$ cat config.mk
export PLATFORM = sky130hd
export DESIGN_NAME = hazard_unit
export DESIGN_NICKNAME = d
export VERILOG_FILES = /design/src/rtl/hazard_unit.sv
export SDC_FILE = /design/constraint.sdc
export NUM_CORES = 1
export LEC_CHECK = 0
export ABC_AREA = 1
export CAP_MARGIN = 20
export CORE_ASPECT_RATIO = 0.7
export CORE_MARGIN = 4
export CORE_UTILIZATION = 57
export DETAILED_ROUTE_END_ITERATION = 10
export GPL_ROUTABILITY_DRIVEN = 0
export MAX_ROUTING_LAYER = met4
export PLACE_DENSITY = 0.88
export SYNTH_ARGS = -nofsm -noshare
export SYNTH_HDL_FRONTEND = slang
export SYNTH_SLANG_ARGS = --single-unit
$ cat constraint.sdc
create_clock -name clk_i -period 2.8 [get_ports clk_i]
set_input_delay 0.56 -clock clk_i [delete_from_list [all_inputs] [get_ports clk_i]]
set_output_delay 0.56 -clock clk_i [all_outputs]
set_load 0.005 [all_outputs]
$ cat src/rtl/hazard_unit.sv
// hazard_unit: pipeline sequencing controller for the five-stage core.
// Keeps a shadow copy of the EX/MEM/WB destination and source registers.
// From that copy it drives the stage-register enables and flushes, the EX
// forwarding selects and the data-memory req/gnt/rvalid handshake.
// Ports:
//   clk_i, rst_ni              core clock, async active-low reset
//   id_*                       decode info of the instruction currently in ID
//   id_jump_i, ex_redirect_i   JAL resolved in ID / branch or JALR taken in EX
//   dmem_gnt_i, dmem_rvalid_i  data-memory grant and load-data valid
//   dmem_req_o                 data-memory request
//   *_we_o, *_flush_o          stage-register enables and bubble loads
//   fwd_a_o, fwd_b_o           EX operand select: 0 regfile, 1 MEM ALU, 2 WB
// All outputs are combinational from internal state plus current inputs.
module hazard_unit #(
  parameter int unsigned ADDR_WIDTH = 5
) (
  input  logic                  clk_i,
  input  logic                  rst_ni,
  input  logic                  id_valid_i,
  input  logic [ADDR_WIDTH-1:0] id_rs1_i,
  input  logic [ADDR_WIDTH-1:0] id_rs2_i,
  input  logic                  id_rs1_used_i,
  input  logic                  id_rs2_used_i,
  input  logic [ADDR_WIDTH-1:0] id_rd_i,
  input  logic                  id_we_i,
  input  logic                  id_load_i,
  input  logic                  id_store_i,
  input  logic                  id_jump_i,
  input  logic                  ex_redirect_i,
  input  logic                  dmem_gnt_i,
  input  logic                  dmem_rvalid_i,
  output logic                  dmem_req_o,
  output logic                  pc_we_o,
  output logic                  if_id_we_o,
  output logic                  id_ex_we_o,
  output logic                  ex_mem_we_o,
  output logic                  mem_wb_we_o,
  output logic                  if_id_flush_o,
  output logic                  id_ex_flush_o,
  output logic [1:0]            fwd_a_o,
  output logic [1:0]            fwd_b_o
);

  typedef struct packed {
    logic                  valid;
    logic [ADDR_WIDTH-1:0] rd;
    logic                  we;
    logic                  load;
    logic                  store;
  } stage_t;

  typedef struct packed {
    stage_t                info;
    logic [ADDR_WIDTH-1:0] rs1;
    logic [ADDR_WIDTH-1:0] rs2;
    logic                  rs1_used;
    logic                  rs2_used;
  } ex_stage_t;

  typedef enum logic [1:0] {
    IDLE        = 2'd0,
    WAIT_GNT    = 2'd1,
    WAIT_RVALID = 2'd2
  } mem_state_e;

  ex_stage_t  ex_q, ex_d;
  stage_t     mem_q, wb_q;
  mem_state_e mem_state_q, mem_state_d;
  logic       memop;
  logic       mem_stall;
  logic       load_use;
  logic       bubble;

  // Operand source for one EX register index; MEM wins over WB, x0 never forwards.
  function automatic logic [1:0] fwd_sel(input logic [ADDR_WIDTH-1:0] rs,
                                         input stage_t mem, input stage_t wb);
    logic [1:0] sel;
    sel = 2'd0;
    if (rs != '0) begin
      if (mem.valid && mem.we && !mem.load && mem.rd == rs) begin
        sel = 2'd1;
      end else if (wb.valid && wb.we && wb.rd == rs) begin
        sel = 2'd2;
      end
    end
    return sel;
  endfunction

  assign memop = mem_q.valid && (mem_q.load || mem_q.store);

  // Data-memory handshake: next state, request and pipeline freeze
  always_comb begin
    mem_state_d = mem_state_q;
    dmem_req_o  = 1'b0;
    mem_stall   = 1'b0;
    case (mem_state_q)
      IDLE: begin
        if (memop) begin
          dmem_req_o = 1'b1;
          if (!dmem_gnt_i) begin
            mem_state_d = WAIT_GNT;
            mem_stall   = 1'b1;
          end else if (mem_q.load) begin
            mem_state_d = WAIT_RVALID;
            mem_stall   = 1'b1;
          end
        end
      end
      WAIT_GNT: begin
        dmem_req_o = 1'b1;
        if (!dmem_gnt_i) begin
          mem_stall = 1'b1;
        end else if (mem_q.load) begin
          mem_state_d = WAIT_RVALID;
          mem_stall   = 1'b1;
        end else begin
          mem_state_d = IDLE;
        end
      end
      WAIT_RVALID: begin
        if (dmem_rvalid_i) begin
          mem_state_d = IDLE;
        end else begin
          mem_stall = 1'b1;
        end
      end
      default: mem_state_d = IDLE;
    endcase
  end

  assign load_use = ex_q.info.valid && ex_q.info.load && (ex_q.info.rd != '0) && id_valid_i &&
                    ((id_rs1_used_i && id_rs1_i == ex_q.info.rd) ||
                     (id_rs2_used_i && id_rs2_i == ex_q.info.rd));
  assign bubble   = load_use || ex_redirect_i;

  // Stage enables and flushes; a redirect outranks load-use, which outranks a jump
  always_comb begin
    pc_we_o       = 1'b1;
    if_id_we_o    = 1'b1;
    id_ex_we_o    = 1'b1;
    ex_mem_we_o   = 1'b1;
    mem_wb_we_o   = 1'b1;
    if_id_flush_o = 1'b0;
    id_ex_flush_o = 1'b0;
    if (rst_ni) begin
      if (mem_stall) begin
        pc_we_o     = 1'b0;
        if_id_we_o  = 1'b0;
        id_ex_we_o  = 1'b0;
        ex_mem_we_o = 1'b0;
        mem_wb_we_o = 1'b0;
      end else if (ex_redirect_i) begin
        if_id_flush_o = 1'b1;
        id_ex_flush_o = 1'b1;
      end else if (load_use) begin
        pc_we_o       = 1'b0;
        if_id_we_o    = 1'b0;
        id_ex_flush_o = 1'b1;
      end else if (id_jump_i) begin
        if_id_flush_o = 1'b1;
      end
    end
  end

  assign fwd_a_o = fwd_sel(ex_q.rs1, mem_q, wb_q);
  assign fwd_b_o = fwd_sel(ex_q.rs2, mem_q, wb_q);

  // Next EX shadow entry: the ID instruction, or an all-zero bubble
  always_comb begin
    ex_d = '0;
    if (!bubble) begin
      ex_d.info.valid = id_valid_i;
      ex_d.info.rd    = id_rd_i;
      ex_d.info.we    = id_we_i;
      ex_d.info.load  = id_load_i;
      ex_d.info.store = id_store_i;
      ex_d.rs1        = id_rs1_i;
      ex_d.rs2        = id_rs2_i;
      ex_d.rs1_used   = id_rs1_used_i;
      ex_d.rs2_used   = id_rs2_used_i;
    end
  end

  // Shadow pipeline advances whenever memory is not holding the core
  always_ff @(posedge clk_i or negedge rst_ni) begin
    if (!rst_ni) begin
      ex_q  <= '0;
      mem_q <= '0;
      wb_q  <= '0;
    end else if (!mem_stall) begin
      wb_q  <= mem_q;
      mem_q <= ex_q.info;
      ex_q  <= ex_d;
    end
  end

  // Memory FSM state register
  always_ff @(posedge clk_i or negedge rst_ni) begin
    if (!rst_ni) begin
      mem_state_q <= IDLE;
    end else begin
      mem_state_q <= mem_state_d;
    end
  end

  // Tracked for debug visibility; not needed by any decision
  logic unused_shadow;
  assign unused_shadow = ^{ex_q.rs1_used, ex_q.rs2_used, wb_q.load, wb_q.store};

endmodule

==> impl_metrics.yaml, run 1 <==
clock_network:
  cts_max_level: 2
  cts_made_buffers: 5
  postCtsSetupBuffers: 0
  worst_skew_pair.late_latency_ns: 0.30
  root_buffer: "clkbuf_8"
  numClockSinks: 37
  path_clk_slew_ns: 0.07
  ctsLongestPathBuffers: 2
  cts_tree: "done"
critical_path:
  criticalPathCategory: "in -> out"
  cp_max_fo: 2
  reg2reg_slack_ns: 0.94
  setup.worst_path.end_class: "primary output"
  required_ns: 2.24
  startpoint_type: "input port"
  arrival_ns: 2.03
timing:
  tns_ns: 0
  finalHoldViolCount: 0
  tightest_slew_ns: 0.532
  clock.fmax_mhz: 385
  max-slew-margin-rel_pct: 64.5
  setup_viol: 0
  rsz0062_at_grt: "false"
  slew_violations: 0
  holdWs_ns: 0.269
  period_minus_slack_ns: 2.59
  fin_worst_skew_ns: 0.00376
  min_period_over_period_pct: 92.6
global_routing:
  grt_usage_pct: 24.4
  antenna_found_initial: 0
  grt_max_degree: 60
  grt_pass1_vias: 2017
  grt_pass1_wl_mm: 9.38
  grt-ovfl-total: 0
route:
  drtAntennaViolNets: 0
  drc: 0
  vias: 2190
  drtPass1Iterations: 5
  drt_wl_total_mm: 5.56
  routedWlPerCell_um: 13.2
  avgViaCountPerCell: 5.21
  drt_iter0_drc: 192
run_status:
  status: "finished clean"
cells_and_area:
  fillers: 309
  post_route_cells_drive_above_1_share_pct: 5.41
  fin_nets: 396
  area_delta_synth_final_pct: 22.5
  mostFrequentLayoutCell: "nand2_1"
  final_cell_mix: "nand2_1, inv_1, nor2_1, dfrtp_1, clkdlybuf4s50_1"
  num_antenna_cells: 0
floorplanning:
  die_area_um2: 5030
  initial_utilization_pct: 61.6
  rows: 18
  core_area_um2: 3650
  die-width_um: 83.1
  die_y_um: 60.5
  ioPinCount: 39
synthesis:
  synth_area_um2: 2250
  yosysSeqAreaShare_pct: 41.2
  yosysWarnings: 0
  syn_inst: 332
  yosys_register_bits: 37
  synth_fp_nets: 359
  syn-mean-instance-area_um2: 6.77
  synth_cell_type_count: 28
power_and_ir_drop:
  leakage_nw: 1.44
  vdd_ir_drop_max_mv: 0.465
  p_per_area_nw_per_um2: 929
placement:
  hpwl_mm: 3.95
  io_buffer_count: 38
run:
  cap_violations: 0
worst_hold_path:
  hold_class: "in -> async"
[path summary, 6_finish.rpt]
path,startpoint,cells past startpoint,endpoint
worst max-delay path,id_rs2_i[1],11,if_id_we_o
worst min-delay path,rst_ni,2,ex_q[16]
worst max register to register,mem_state_q[0],7,ex_q[4]
worst min register to register,ex_q[12],2,mem_q[0]
max in group asynchronous,rst_ni,2,wb_q[7]
min in group clk_i,ex_q[12],2,mem_q[0]
[what timing repair did]
item	CTS	global route
hold endpoints to repair	0	0
endpoints found under the setup margin	2	2
hold buffers	0	0
cloned	0	0
resized for setup	2	2
[layout make-up]
class | instances | area (um^2) | share of cell area, %
Clock buffer | 6 | 82.6 | 3.00
Clock inverter | 2 | 37.5 | 1.36
Inverter | 48 | 180 | 6.54
Multi-Input combinational cell | 233 | 1040 | 37.9
Sequential cell | 37 | 926 | 33.6
Tap cell | 50 | 62.6 | 2.27
Timing Repair Buffer | 44 | 423 | 15.3
[report_power, final]
part,total (mW),switching (mW),leakage [nW],internal (mW)
sequential,0.952,0.217,0.480,0.735
clock,0.489,0.200,0.0574,0.290
combinational,1.12,0.680,0.900,0.438
total,2.56,1.10,1.44,1.46
[per-stage QoR]
| step | power [mW] | instances | utilization [%] | area, um^2 | setup slack (ns) |
|---|---|---|---|---|---|
| 2_1_floorplan | 1.77 | 332 | - | 2250 | 0.813 |
| 3_3_place_gp | 2.02 | 412 | 72.2 | 2630 | 0.0588 |
| 3_5_place_dp | 2.06 | 412 | 72.2 | 2630 | 0.0674 |
| 4_1_cts | 2.56 | 420 | 75.4 | 2750 | 0.0125 |
| 5_1_grt | 2.77 | 420 | 75.5 | 2760 | 0.0651 |
| 6_report | 2.56 | 420 | 75.5 | 2760 | 0.206 |
[cell usage after synthesis]
library cell | n | area [um^2]
a21oi_1 | 5 | 25.0
buf_2 | 3 | 15.0
buf_4 | 5 | 37.5
buf_6 | 3 | 33.8
clkbuf_1 | 2 | 7.51
clkbuf_2 | 1 | 5.00
dfrtp_1 | 37 | 926
inv_1 | 47 | 176
inv_2 | 1 | 3.75
nand2_1 | 107 | 402
nand2_4 | 1 | 11.3
nand3_1 | 25 | 125
nand3b_1 | 1 | 7.51
nand4_1 | 2 | 12.5
nor2_1 | 42 | 158
nor2_2 | 1 | 6.26
nor2b_1 | 1 | 6.26
nor3_1 | 10 | 50.1
nor3_2 | 1 | 10.0
o211ai_1 | 1 | 7.51
o21a_1 | 1 | 7.51
o21ai_0 | 16 | 80.1
o21ai_1 | 4 | 20.0
o21bai_1 | 1 | 7.51
o22ai_1 | 5 | 31.3
or2_2 | 1 | 6.26
xnor2_1 | 4 | 35.0
xor2_1 | 4 | 35.0
[per-layer routing]
metal | GRT usage (%) | wire (um) | up-vias
met4 | 10.3 | 122 | 0
li1 | - | - | 1098
met2 | 37.8 | 2490 | 94
met1 | 32.5 | 2610 | 985
met5 | - | 0 | -
met3 | 3.93 | 345 | 13
[cell families after synthesis]
logic type / Yosys count / share of synthesized area [%]
flip-flops: 37 / 41.2
AO/OA/AOI/OAI: 33 / 7.96
AND/OR/NAND/NOR: 192 / 35.3
buffers and inverters: 62 / 12.4
XOR/XNOR: 8 / 3.12
[critical path, stage by stage]
cell	delay, ns
clkdlybuf4s50_1	0.50
inv_1	0.07
nand2_1	0.08
nand2_1	0.06
nor2_1	0.11
nand3_1	0.08
nand2_1	0.09
nand3_1	0.09
nand2_1	0.07
nand2_1	0.06
dlygate4sd2_1	0.27
[registers in the layout (all words and copies together), names as in the netlist]
register / count
mem_q: 9
mem_state_q: 2
wb_q: 7
ex_q: 19
No activity file was read; power rests on OpenSTA's default activity.
==> inputs of run 2 (changes only) <==
--- a/config.mk
+++ b/config.mk
@@ -14,6 +14,7 @@
 export GPL_ROUTABILITY_DRIVEN = 0
 export MAX_ROUTING_LAYER = met4
 export PLACE_DENSITY = 0.88
+export SETUP_SLACK_MARGIN = 0.05
 export SYNTH_ARGS = -nofsm -noshare
 export SYNTH_HDL_FRONTEND = slang
 export SYNTH_SLANG_ARGS = --single-unit
==> impl_metrics.yaml, run 2 (synthesized netlist as in run 1, its figures left out) <==
floorplanning:
  rows: 18
  initial_utilization_pct: 61.6
  die-width_um: 83.1
  die_y_um: 60.5
  core_area_um2: 3650
  ioPinCount: 39
  die_area_um2: 5030
cells_and_area:
  regMostFlops: "ex_q"
  multiInputGateArea_um2: 1040
  largest_reg_flops: 19
  mostFrequentLayoutCell: "nand2_1"
  reg_top3: "ex_q: 19 flops, mem_q: 9 flops, wb_q: 7 flops"
  area_delta_synth_final_pct: 22.2
  finish.utilization_pct: 75.3
  post_route_cells_drive_above_1_share_pct: 5.41
  final_cell_mix: "nand2_1, inv_1, nor2_1, dfrtp_1, clkdlybuf4s50_1"
  num_antenna_cells: 0
  final_cells: 420
  ff_latch_area_um2: 926
  fillers: 311
  fin_nets: 396
  fin_area_um2: 2750
critical_path:
  crit_top_cell: "nand2_1"
  startpoint_type: "input port"
  worstPathCellList: "clkdlybuf4s50_1 > inv_1 > nand2_1 > nand2_1 > nor2_1 > nand3_1 > nand2_1 > nand3_1 > nand2_1 > nand2_1 > dlygate4sd2_1"
  required_ns: 2.24
  arrival_ns: 2.03
  cpPeakStageDelay_ns: 0.50
  setup.worst_path.end_class: "primary output"
  criticalPathCategory: "in -> out"
  cpMaxStageDelayCell: "clkdlybuf4s50_1"
  cp_max_fo: 2
placement:
  postPlaceCellArea_um2: 2630
  placed_cells: 412
  io_buffer_count: 38
  hpwl_mm: 3.95
  place_ws_ns: 0.0674
clock_network:
  numClockSinks: 37
  root_buffer: "clkbuf_8"
  path_clk_slew_ns: 0.08
  postCtsSetupBuffers: 0
  ctsLongestPathBuffers: 2
  cts_tree: "done"
  worst_skew_pair.late_latency_ns: 0.29
  cts_hold_buffers: 0
  cts_made_buffers: 5
  cts_max_level: 2
route:
  drtPass1Iterations: 5
  vias: 2194
  avgViaCountPerCell: 5.22
  routedWlPerCell_um: 13.1
  drt_wl_total_mm: 5.52
  drt_iter0_drc: 214
  drtAntennaViolNets: 0
  drc: 0
global_routing:
  grt_max_degree: 60
  grt-ovfl-total: 0
  antenna_found_initial: 0
  grt_usage_pct: 24.4
  grt_pass1_wl_mm: 9.38
  grt_pass1_vias: 2017
timing:
  tightest_slew_ns: 0.519
  finalHoldViolCount: 0
  holdWs_ns: 0.270
  period_minus_slack_ns: 2.59
  rsz0062_at_grt: "false"
  slew_violations: 0
  max-slew-margin-rel_pct: 65.4
  fin_worst_skew_ns: 0.00425
  timing.final.ws_setup_ns: 0.205
  setup_viol: 0
  min_period_over_period_pct: 92.7
  clock.fmax_mhz: 385
  tns_ns: 0
power_and_ir_drop:
  vdd_ir_drop_max_mv: 0.462
  p_per_area_nw_per_um2: 930
  total_power_mw: 2.56
  leakage_nw: 1.43
run_status:
  status: "finished clean"
run:
  cap_violations: 0
worst_hold_path:
  hold_class: "in -> async"
## run 2: cell types whose count changed in the layout (fill, tap and decap cells not counted), sizes merged
cell          before  now
dlygate4sd2        2    4
dlymetal6s2s       2    0
## run 2: final cells by class
type / count / area share [%]
multi-input combinational: 233 / 38.0
sequential: 37 / 33.7
timing repair buffer: 44 / 15.1
inverter: 48 / 6.56
clock buffer: 6 / 3.01
tap: 50 / 2.28
clock inverter: 2 / 1.37
## run 2: power by group
| part | switching, mW | internal, mW |
|---|---|---|
| Sequential | 0.218 | 0.735 |
| Clock | 0.200 | 0.290 |
| Combinational | 0.678 | 0.435 |
| Total | 1.10 | 1.46 |
## run 2: worst max-delay path, delay by kind of cell
| kind | cells | cell delay, ns |
|---|---|---|
| simple gates | 8 | 0.64 |
| buf+inv | 3 | 0.84 |
## run 2: per-layer routing
| layer | vias to the layer above | part of all wire [%] | routed length [um] | global-route usage, % |
|---|---|---|---|---|
| li1 | 1098 | - | - | - |
| met1 | 975 | 46 | 2540 | 32.5 |
| met2 | 104 | 44 | 2410 | 37.8 |
| met3 | 17 | 7.5 | 415 | 3.93 |
| met4 | 0 | 2.7 | 147 | 10.3 |
| met5 | - | 0 | 0 | - |
## run 2: final timing paths
check / startpoint / end / slack (ns) / cells past startpoint
max: id_rs2_i[1] / if_id_we_o / 0.21 / 11
min: rst_ni / ex_q[16] / 0.27 / 2
min reg2reg: ex_q[12] / mem_q[0] / 0.47 / 2
min in group clk_i: ex_q[12] / mem_q[0] / 0.47 / 2
max reg2reg: mem_state_q[0] / ex_q[4] / 0.95 / 7
max in group asynchronous: rst_ni / mem_state_q[1] / 2.30 / 2
## run 2: what timing repair did
action	CTS	global route
gates resized for setup	4	0
hold endpoints to repair	0	0
endpoints found under the setup margin	4	0
